==> src/rtl/br_cdc_fifo_pkg.sv <==
// Shared types and helpers for the CDC FIFO push arbiter and its pop-side demux.
// Tag layout on the FIFO word is {id, last}, placed above the payload.
package br_cdc_fifo_pkg;

    typedef enum logic [1:0] {
        StIdle   = 2'd0,
        StHold   = 2'd1,
        StLocked = 2'd2
    } arb_state_e;

    localparam int unsigned TagMaxWidth = 32;

    function automatic int unsigned calc_id_width(input int unsigned num);
        return (num <= 2) ? 1 : $clog2(num);
    endfunction

    function automatic logic [TagMaxWidth-1:0] pack_tag(input logic [TagMaxWidth-2:0] id,
                                                        input logic last);
        return {id, last};
    endfunction

    function automatic logic tag_last(input logic [TagMaxWidth-1:0] tag);
        return tag[0];
    endfunction

    function automatic logic [TagMaxWidth-2:0] tag_id(input logic [TagMaxWidth-1:0] tag);
        return tag[TagMaxWidth-1:1];
    endfunction

endpackage

==> src/rtl/br_arb_rr_ptr_select.sv <==
// Combinational round-robin search: first set bit of req_i at or above ptr_i, with wrap.
module br_arb_rr_ptr_select #(
    parameter int unsigned NumRequesters = 2,
    parameter int unsigned IdWidth       = 1
) (
    input  logic [NumRequesters-1:0] req_i,
    input  logic [IdWidth-1:0]       ptr_i,
    output logic                     valid_o,
    output logic [IdWidth-1:0]       idx_o
);

    int unsigned j;

    // Walk offsets from farthest to nearest so the nearest hit from ptr_i wins.
    always_comb begin
        valid_o = 1'b0;
        idx_o   = '0;
        j       = 0;
        for (int k = NumRequesters - 1; k >= 0; k--) begin
            j = (32'(ptr_i) + unsigned'(k)) % NumRequesters;
            if (req_i[j]) begin
                valid_o = 1'b1;
                idx_o   = IdWidth'(j);
            end
        end
    end

endmodule

==> src/rtl/br_cdc_fifo_push_arb.sv <==
// Packet-granular round-robin scheduler sharing one CDC FIFO push port among requesters.
// Offers are held stable once presented; each pushed word carries {id, last, data}.
module br_cdc_fifo_push_arb
    import br_cdc_fifo_pkg::*;
#(
    parameter int unsigned NumRequesters = 2,
    parameter int unsigned Width         = 8,
    parameter int unsigned MinGrantSlots = 1,
    parameter int unsigned Depth         = 2,
    localparam int unsigned IdWidth      = calc_id_width(NumRequesters),
    localparam int unsigned PushWidth    = IdWidth + 1 + Width,
    localparam int unsigned CountWidth   = $clog2(Depth + 1)
) (
    input  logic                             clk_i,
    input  logic                             rst_ni,
    input  logic [NumRequesters-1:0]         req_valid_i,
    output logic [NumRequesters-1:0]         req_ready_o,
    input  logic [NumRequesters-1:0]         req_last_i,
    input  logic [NumRequesters*Width-1:0]   req_data_i,
    output logic                             push_valid_o,
    input  logic                             push_ready_i,
    output logic [PushWidth-1:0]             push_data_o,
    input  logic [CountWidth-1:0]            push_slots_i,
    output logic [IdWidth-1:0]               grant_id_o,
    output logic                             locked_o
);

    localparam logic [CountWidth-1:0] MinSlots = CountWidth'(MinGrantSlots);

    arb_state_e           state_q, state_d;
    logic [IdWidth-1:0]   owner_q, owner_d;
    logic [IdWidth-1:0]   rr_ptr_q, rr_ptr_d;

    logic                 cand_valid;
    logic [IdWidth-1:0]   cand_idx;
    logic [IdWidth-1:0]   sel_idx;
    logic                 offer;
    logic                 accept;
    logic                 sel_last;
    logic [Width-1:0]     sel_data;
    logic [TagMaxWidth-2:0] id_ext;
    logic [TagMaxWidth-1:0] tag_full;
    logic                 unused_tag;

    function automatic logic [IdWidth-1:0] ptr_inc(input logic [IdWidth-1:0] p);
        return (32'(p) == NumRequesters - 1) ? '0 : p + IdWidth'(1);
    endfunction

    br_arb_rr_ptr_select #(
        .NumRequesters(NumRequesters),
        .IdWidth      (IdWidth)
    ) u_rr_select (
        .req_i  (req_valid_i),
        .ptr_i  (rr_ptr_q),
        .valid_o(cand_valid),
        .idx_o  (cand_idx)
    );

    // Slot check only gates a fresh grant; held and in-packet words bypass it.
    always_comb begin
        sel_idx = owner_q;
        offer   = 1'b0;
        case (state_q)
            StIdle: begin
                sel_idx = cand_idx;
                offer   = cand_valid && (push_slots_i >= MinSlots);
            end
            StHold, StLocked: offer = req_valid_i[owner_q];
            default: offer = 1'b0;
        endcase
        if (!rst_ni) begin
            offer = 1'b0;
        end
    end

    always_comb begin
        accept       = offer & push_ready_i;
        sel_last     = req_last_i[sel_idx];
        sel_data     = req_data_i[Width*int'(sel_idx) +: Width];
        id_ext       = (TagMaxWidth-1)'(sel_idx);
        tag_full     = pack_tag(id_ext, sel_last);
        unused_tag   = ^tag_full[TagMaxWidth-1:IdWidth+1];
        push_valid_o = offer;
        push_data_o  = {tag_full[IdWidth:0], sel_data};
        req_ready_o  = '0;
        if (accept) begin
            req_ready_o[sel_idx] = 1'b1;
        end
    end

    always_comb begin
        state_d  = state_q;
        owner_d  = owner_q;
        rr_ptr_d = rr_ptr_q;
        case (state_q)
            StIdle, StHold: begin
                if (offer) begin
                    owner_d = sel_idx;
                    if (!accept) begin
                        state_d = StHold;
                    end else if (sel_last) begin
                        state_d  = StIdle;
                        rr_ptr_d = ptr_inc(sel_idx);
                    end else begin
                        state_d = StLocked;
                    end
                end
            end
            StLocked: begin
                if (accept && sel_last) begin
                    state_d  = StIdle;
                    rr_ptr_d = ptr_inc(owner_q);
                end
            end
            default: state_d = StIdle;
        endcase
    end

    always_ff @(posedge clk_i) begin
        if (!rst_ni) begin
            state_q  <= StIdle;
            owner_q  <= '0;
            rr_ptr_q <= '0;
        end else begin
            state_q  <= state_d;
            owner_q  <= owner_d;
            rr_ptr_q <= rr_ptr_d;
        end
    end

    assign locked_o   = rst_ni && (state_q != StIdle);
    assign grant_id_o = locked_o ? owner_q : '0;

`ifndef SYNTHESIS
    a_ready_onehot0: assert property (@(posedge clk_i) disable iff (!rst_ni)
        $onehot0(req_ready_o));
    a_push_stable: assert property (@(posedge clk_i) disable iff (!rst_ni)
        (push_valid_o && !push_ready_i) |=> (push_valid_o && $stable(push_data_o)));
    a_ptr_range: assert property (@(posedge clk_i) disable iff (!rst_ni)
        (32'(rr_ptr_q) < NumRequesters) && (32'(owner_q) < NumRequesters));
`endif

endmodule
==> config.mk <==
export PLATFORM = sky130hd
export DESIGN_NAME = br_cdc_fifo_push_arb
export DESIGN_NICKNAME = d
export VERILOG_FILES = /design/src/rtl/br_cdc_fifo_pkg.sv /design/src/rtl/br_arb_rr_ptr_select.sv /design/src/rtl/br_cdc_fifo_push_arb.sv
export SDC_FILE = /design/constraint.sdc
export NUM_CORES = 1
export LEC_CHECK = 0
export ABC_CLOCK_PERIOD_IN_PS = 2800
export CORE_MARGIN = 3
export CORE_UTILIZATION = 34
export CTS_BUF_LIST = sky130_fd_sc_hd__clkbuf_8
export DETAILED_ROUTE_END_ITERATION = 12
export GPL_ROUTABILITY_DRIVEN = 0
export PLACE_DENSITY = 0.83
export REMOVE_ABC_BUFFERS = 1
export SLEW_MARGIN = 20
export SYNTH_ARGS = -nofsm -noshare
export SYNTH_HDL_FRONTEND = slang
export SYNTH_SLANG_ARGS = --single-unit
==> constraint.sdc <==
create_clock -name clk_i -period 2.8 [get_ports clk_i]
set_clock_uncertainty 0.2 [all_clocks]
set_input_delay 0.56 -clock clk_i [delete_from_list [all_inputs] [get_ports clk_i]]
set_output_delay 0.56 -clock clk_i [all_outputs]
set_load 0.02 [all_outputs]
-- Word-level counts from Yosys, hierarchy flattened
Index checks and enable logic that the tools add are counted.
- flip-flop bits (word level): 4
- bits in latches: 0
- memory bits (writable): 0
- bits in read-only memories: 0
- input port bits: 25
- logic and storage cells: 63
- memories kept: 0
- add/sub/neg operators: 3
- multipliers: 0
- divide/modulo/power cells: 0
- magnitude comparators: 6
- eq/ne operators: 6
- shift operators: 1
- muxes and demuxes: 31
- bitwise operators: 1
- reductions and logical operators: 12
- operators by type and width (cell ; number):
    1-bit two-way mux ; 22
    16-bit by 5-bit indexed part select with 8-bit output ; 1
    2-bit two-way mux ; 5
    1-bit by 2-bit < comparator with 1-bit output, second input constant ; 4
    2-bit inequality test, second input constant ; 4
    5-bit AND reduction ; 1
    1-bit logical AND ; 4
    1-bit one-hot mux with 2 select lines ; 2
    2-bit one-hot mux with 2 select lines ; 1
    2-bit AND reduction ; 2
    2-bit nonzero test ; 2
    2-bit OR reduction ; 2
    1-bit adder, second input constant ; 3
    2-bit by 1-bit == test with 1-bit output, second input constant ; 1
    2-bit == test, second input constant ; 1
    2-bit by 1-bit >= comparator with 1-bit output, second input constant ; 1
    2-bit logical NOT ; 1
    1-bit AND ; 1
    1-bit demux with 1-bit select ; 1
    1-bit >= comparator, second input constant ; 1

-- Depth between registers and ports, before layout
- depth in word-level cells: 12
- mapped depth: 9
- gate-level depth less buffers: 7

-- Modules after synthesis
From an unflattened synthesis, not the netlist that was laid out.
- cell total of the unflattened synthesis: 61
- area total of the unflattened synthesis: 490.5 um^2
- modules (own cells, without submodules) (module ; times used ; cells an instance ; area an instance (um^2) ; seq. area each (um^2)):
    br_cdc_fifo_push_arb ; 1 ; 58 ; 473.0 ; 80.1
    br_arb_rr_ptr_select ; 1 ; 3 ; 17.5 ; 0.0

-- Worst setup path after synthesis
OpenSTA, ideal clock, no wires.
- kind: flip-flop to output port
- start point: register state_q[0]
- end point: output req_ready_o[0]
- arrival: 1.634 ns
- path slack: 0.406 ns
- stages on the path, launching flop included: 8
- path buffers: 1
- cell sequence: dfxtp_1 > inv_1 > ha_1 > buf_4 > o21ai_1 > o32ai_4 > nand2_2 > nor2_1
- elaborated cells between the ends (all ways): 14
- classes of those cells: order compare (2); eq/ne (2); mux (6); bitwise (1); reduce/logical (3)
- RTL lines (element ; RTL line ; source):
    start: declaration ; br_cdc_fifo_push_arb.sv:30 ; arb_state_e state_q, state_d;
    start signal: assignment ; br_cdc_fifo_push_arb.sv:121 ; state_q <= StIdle;
    start signal: assignment ; br_cdc_fifo_push_arb.sv:125 ; state_q <= state_d;
    2-bit == test or 2-bit by 1-bit == test with 1-bit output (tied branches) ; br_cdc_fifo_push_arb.sv:63 ; case (state_q)
    2-bit OR reduction ; br_cdc_fifo_push_arb.sv:63 ;
    1-bit one-hot mux with 2 select lines (*) ; br_cdc_fifo_push_arb.sv:63 ;
    1-bit two-way mux (*) ; br_cdc_fifo_push_arb.sv:71 ; if (!rst_ni) begin
    named net push_valid_o ; br_cdc_fifo_push_arb.sv:20 ; output logic push_valid_o,
    1-bit AND (*) ; br_cdc_fifo_push_arb.sv:77 ; accept = offer & push_ready_i;
    2-bit two-way mux (*) ; br_cdc_fifo_push_arb.sv:86 ; if (accept) begin
    end: declaration ; br_cdc_fifo_push_arb.sv:17 ; output logic [NumRequesters-1:0] req_ready_o,
The timed path passes the listed nets; every way through them passes the cells marked *.

-- Final worst setup path
- start point: input req_valid_i[0]
- end point: output push_data_o[0]
- word-level cells in the longest chain between the ends: 6
- elaborated cells between the ends (all ways): 8
- classes of those cells: shift (1); mux (7)
- ends and longest elaborated chain (element ; RTL line ; source):
    start: declaration ; br_cdc_fifo_push_arb.sv:16 ; input logic [NumRequesters-1:0] req_valid_i,
    1-bit two-way mux (implied by the code) (2 in a row) ; br_arb_rr_ptr_select.sv:21 ; if (req_i[j]) begin
    1-bit two-way mux ; br_arb_rr_ptr_select.sv:21 ;
    1-bit two-way mux (*) ; br_arb_rr_ptr_select.sv:21 ;
    1-bit two-way mux (*) ; br_cdc_fifo_push_arb.sv:63 ;
    16-bit by 5-bit indexed part select with 8-bit output (*) ; br_cdc_fifo_push_arb.sv:79 ; sel_data = req_data_i[Width*int'(sel_idx) +: Width];
    end: declaration ; br_cdc_fifo_push_arb.sv:22 ; output logic [PushWidth-1:0] push_data_o,
Mark *: on every way between the ends. The rest lies on a longest branch, timed or not. The select of a mux whose other input is x is not followed.

==> metrics.cfg <==
[critical_path]
path_max_fanout = 5
crit_arrival_ns = 2.00
cp-start-kind = primary input
r2r_end = state_q[1]
worst_ep_required_time_ns = 2.04
critical_path_class = in2out
r2r-start = state_q[1]
r2r_setup_slack_ns = 0.67
rr_worst_depth = 10
worstSetupEndpointType = output port

[final_layout]
stdcell_count = 125
drive_gt1_frac = 0.373
synthToLayoutAreaGrowth_pct = 107
finalNetCount = 141
fill_cells = 102
multi_input_area_um2 = 409
antenna_cells = 0
final_area_um2 = 1080
seqCellArea_um2 = 80.1

[synth]
synth-seq-cells = 4
synth_cell_types = 26
yosysSeqAreaShare = 0.153
synth_top_cell_by_area = mux2_2
synth.area.top_cells = mux2_2, dfxtp_1, ha_1
yosysMostFrequentCell = mux2_2
yosys.area.top_type_share = 0.172
synth_area_per_cell_um2 = 9.04
synth-edff-count = 0
synthesis.area_um2 = 524
synth_commonest_cells = mux2_2, inv_1, nor2_1, dfxtp_1, ha_1
synth_warnings = 0
synth_cells = 58
synthFlopType = dfxtp_1
synthArstFlopShare = 0

[power]
total_leakage_power_nw = 0.464
ir_drop_v = 0.000419
power_w = 0.000414
p_per_area_nw_per_um2 = 381

[die]
die_h_um = 45.3
initial_core_util = 0.384
core_region_area_um2 = 1370
die-area_um2 = 2050
die_w_um = 45.3
ioPinCount = 40
rows = 13

[sta]
finalSetupViolCount = 0
period_share = 0.986
fmax_ghz = 0.362
period_needed_ns = 2.76
slew_headroom = 0.783
tightest_slew_ns = 0.322
fin_hold_ws_ns = 0.266
hold_viol = 0
rsz0062_at_grt = false
setup_tns_ns = 0
report.final.slew_viol_count = 0

[routing]
wl_per_cell_um = 15.0
routed_wl_mm = 1.87
drc = 0
drt_iter0_markers = 11
ant_nets = 0
num_vias = 595
firstDrtPassIters = 4
viasPerCell = 4.76

[clocking]
cts_buffer_depth = 2
clock_sinks = 4
cts_root_buf = clkbuf_8
clk_pin_slew_ns = 0.03
cts_buffers = 3
htree_levels = 1
tritoncts = done
insertion_delay_ns = 0.22

[grt]
grt_overflow = 0
grt_util_all_layers = 0.199
antenna_found_initial = 0
grt_pass1_wl_mm = 2.86
grt_pass1_vias = 630
grt_start_max_net_pins = 6

[min_path]
hold_end = rr_ptr_q
min_path_cells = 2
hold_class = reg2reg
hp-start = rr_ptr_q

[placement]
dp_hpwl_mm = 1.52
numPortBuffers = 39
placedCellCount = 119
place_area_um2 = 1000

[run]
maxCapViolations = 0

[run_status]
status = completed

==> layer usage <==
layer / vias up / track usage / wire [µm]
li1: 312 / - / -
met4: 0 / 0.0526 / 27
met5: - / 0 / 0
met3: 2 / 0.0598 / 74
met1: 265 / 0.218 / 704
met2: 16 / 0.367 / 1070
==> logic make-up (layout without fill, tap and decap cells) <==
| family | count (synthesis) | after routing | synth area share |
|---|---|---|---|
| simple gates | 17 | 17 | 0.177 |
| compound gates | 12 | 12 | 0.227 |
| mux | 11 | 11 | 0.253 |
| buf+inv | 10 | 62 | 0.0955 |
| fa+ha+maj | 4 | 4 | 0.0955 |
| flops | 4 | 4 | 0.153 |
==> cell usage in the layout (no fill, tap or decap) <==
cell type and instances:
clkdlybuf4s50_1 23, nor2_1 6, and3_2 1, o2111ai_1 1, and2b_1 1, clkdlybuf4s15_1 6
a211oi_1 1, mux2i_4 1, clkbuf_2 3, buf_16 1, inv_2 1, clkdlybuf4s15_2 1
buf_4 12, nand2_2 2, o22ai_4 1, mux2_2 8, ha_4 1, clkbuf_8 3
a21oi_1 3, buf_6 1, o21ai_1 1, mux2i_1 2, o41ai_2 1, o21ai_0 2
o32ai_4 1, nand2_1 1, nand2b_2 1, buf_12 1, dfxtp_1 4, dlygate4sd2_1 4
inv_1 5, ha_1 3, nor3_1 3, nand3b_1 1, dlymetal6s2s_1 1, a211o_1 1
nor3_2 1
==> stage by stage <==
| step | worst slack, ns | utilization |
|---|---|---|
| after detailed placement | -0.376 | 0.733 |
| after global routing | 0.00234 | 0.794 |
| final | 0.0390 | 0.794 |
| after floorplan | 0.314 | - |
| after global placement | -0.320 | 0.733 |
| after CTS | 0.00195 | 0.796 |
==> worst max-delay path, cell delays in order <==
cell             delay, ns
dlygate4sd2_1         0.25
and2b_1               0.19
o22ai_4               0.12
buf_4                 0.16
buf_12                0.10
mux2_2                0.33
clkdlybuf4s15_1       0.29
==> flip-flops by register name, summed over array words and instances (netlist names) <==
signal and flops:
owner_q 1, rr_ptr_q 1, state_q 2
==> where the power goes <==
part | internal, W | switching [W] | total (W)
registers | 0.0000624 | 0.00000370 | 0.0000661
logic | 0.000127 | 0.000100 | 0.000227
clock network | 0.0000916 | 0.0000290 | 0.000121
total | 0.000281 | 0.000133 | 0.000414
==> how the worst max path moves through the flow <==
| stage | start | end | slack [ns] | cells past startpoint |
|---|---|---|---|---|
| floorplan | state_q[0] | push_data_o[8] | 0.31 | 6 |
| global placement | req_valid_i[0] | push_data_o[4] | -0.32 | 6 |
| detailed placement | req_valid_i[0] | push_data_o[4] | -0.38 | 6 |
| CTS | rst_ni | req_ready_o[0] | 0.002 | 6 |
| global route | req_valid_i[0] | push_data_o[5] | 0.002 | 7 |
| finish | req_valid_i[0] | push_data_o[0] | 0.04 | 7 |
==> timing repair <==
item                       4_1_cts  5_1_grt
buffers inserted                 2        0
gates cloned                     1        0
setup endpoints to repair       14       12
hold buffers                     0        0
resized for setup               27       13
pin swaps                        1        0
==> final cells by class <==
type,count,area share
clock buffer,3,0.0381
inverter,6,0.0208
multi-input combinational,44,0.377
sequential,4,0.0738
tap,15,0.0173
timing repair buffer,53,0.473
Note: power is estimated with default switching activity, not from simulation.
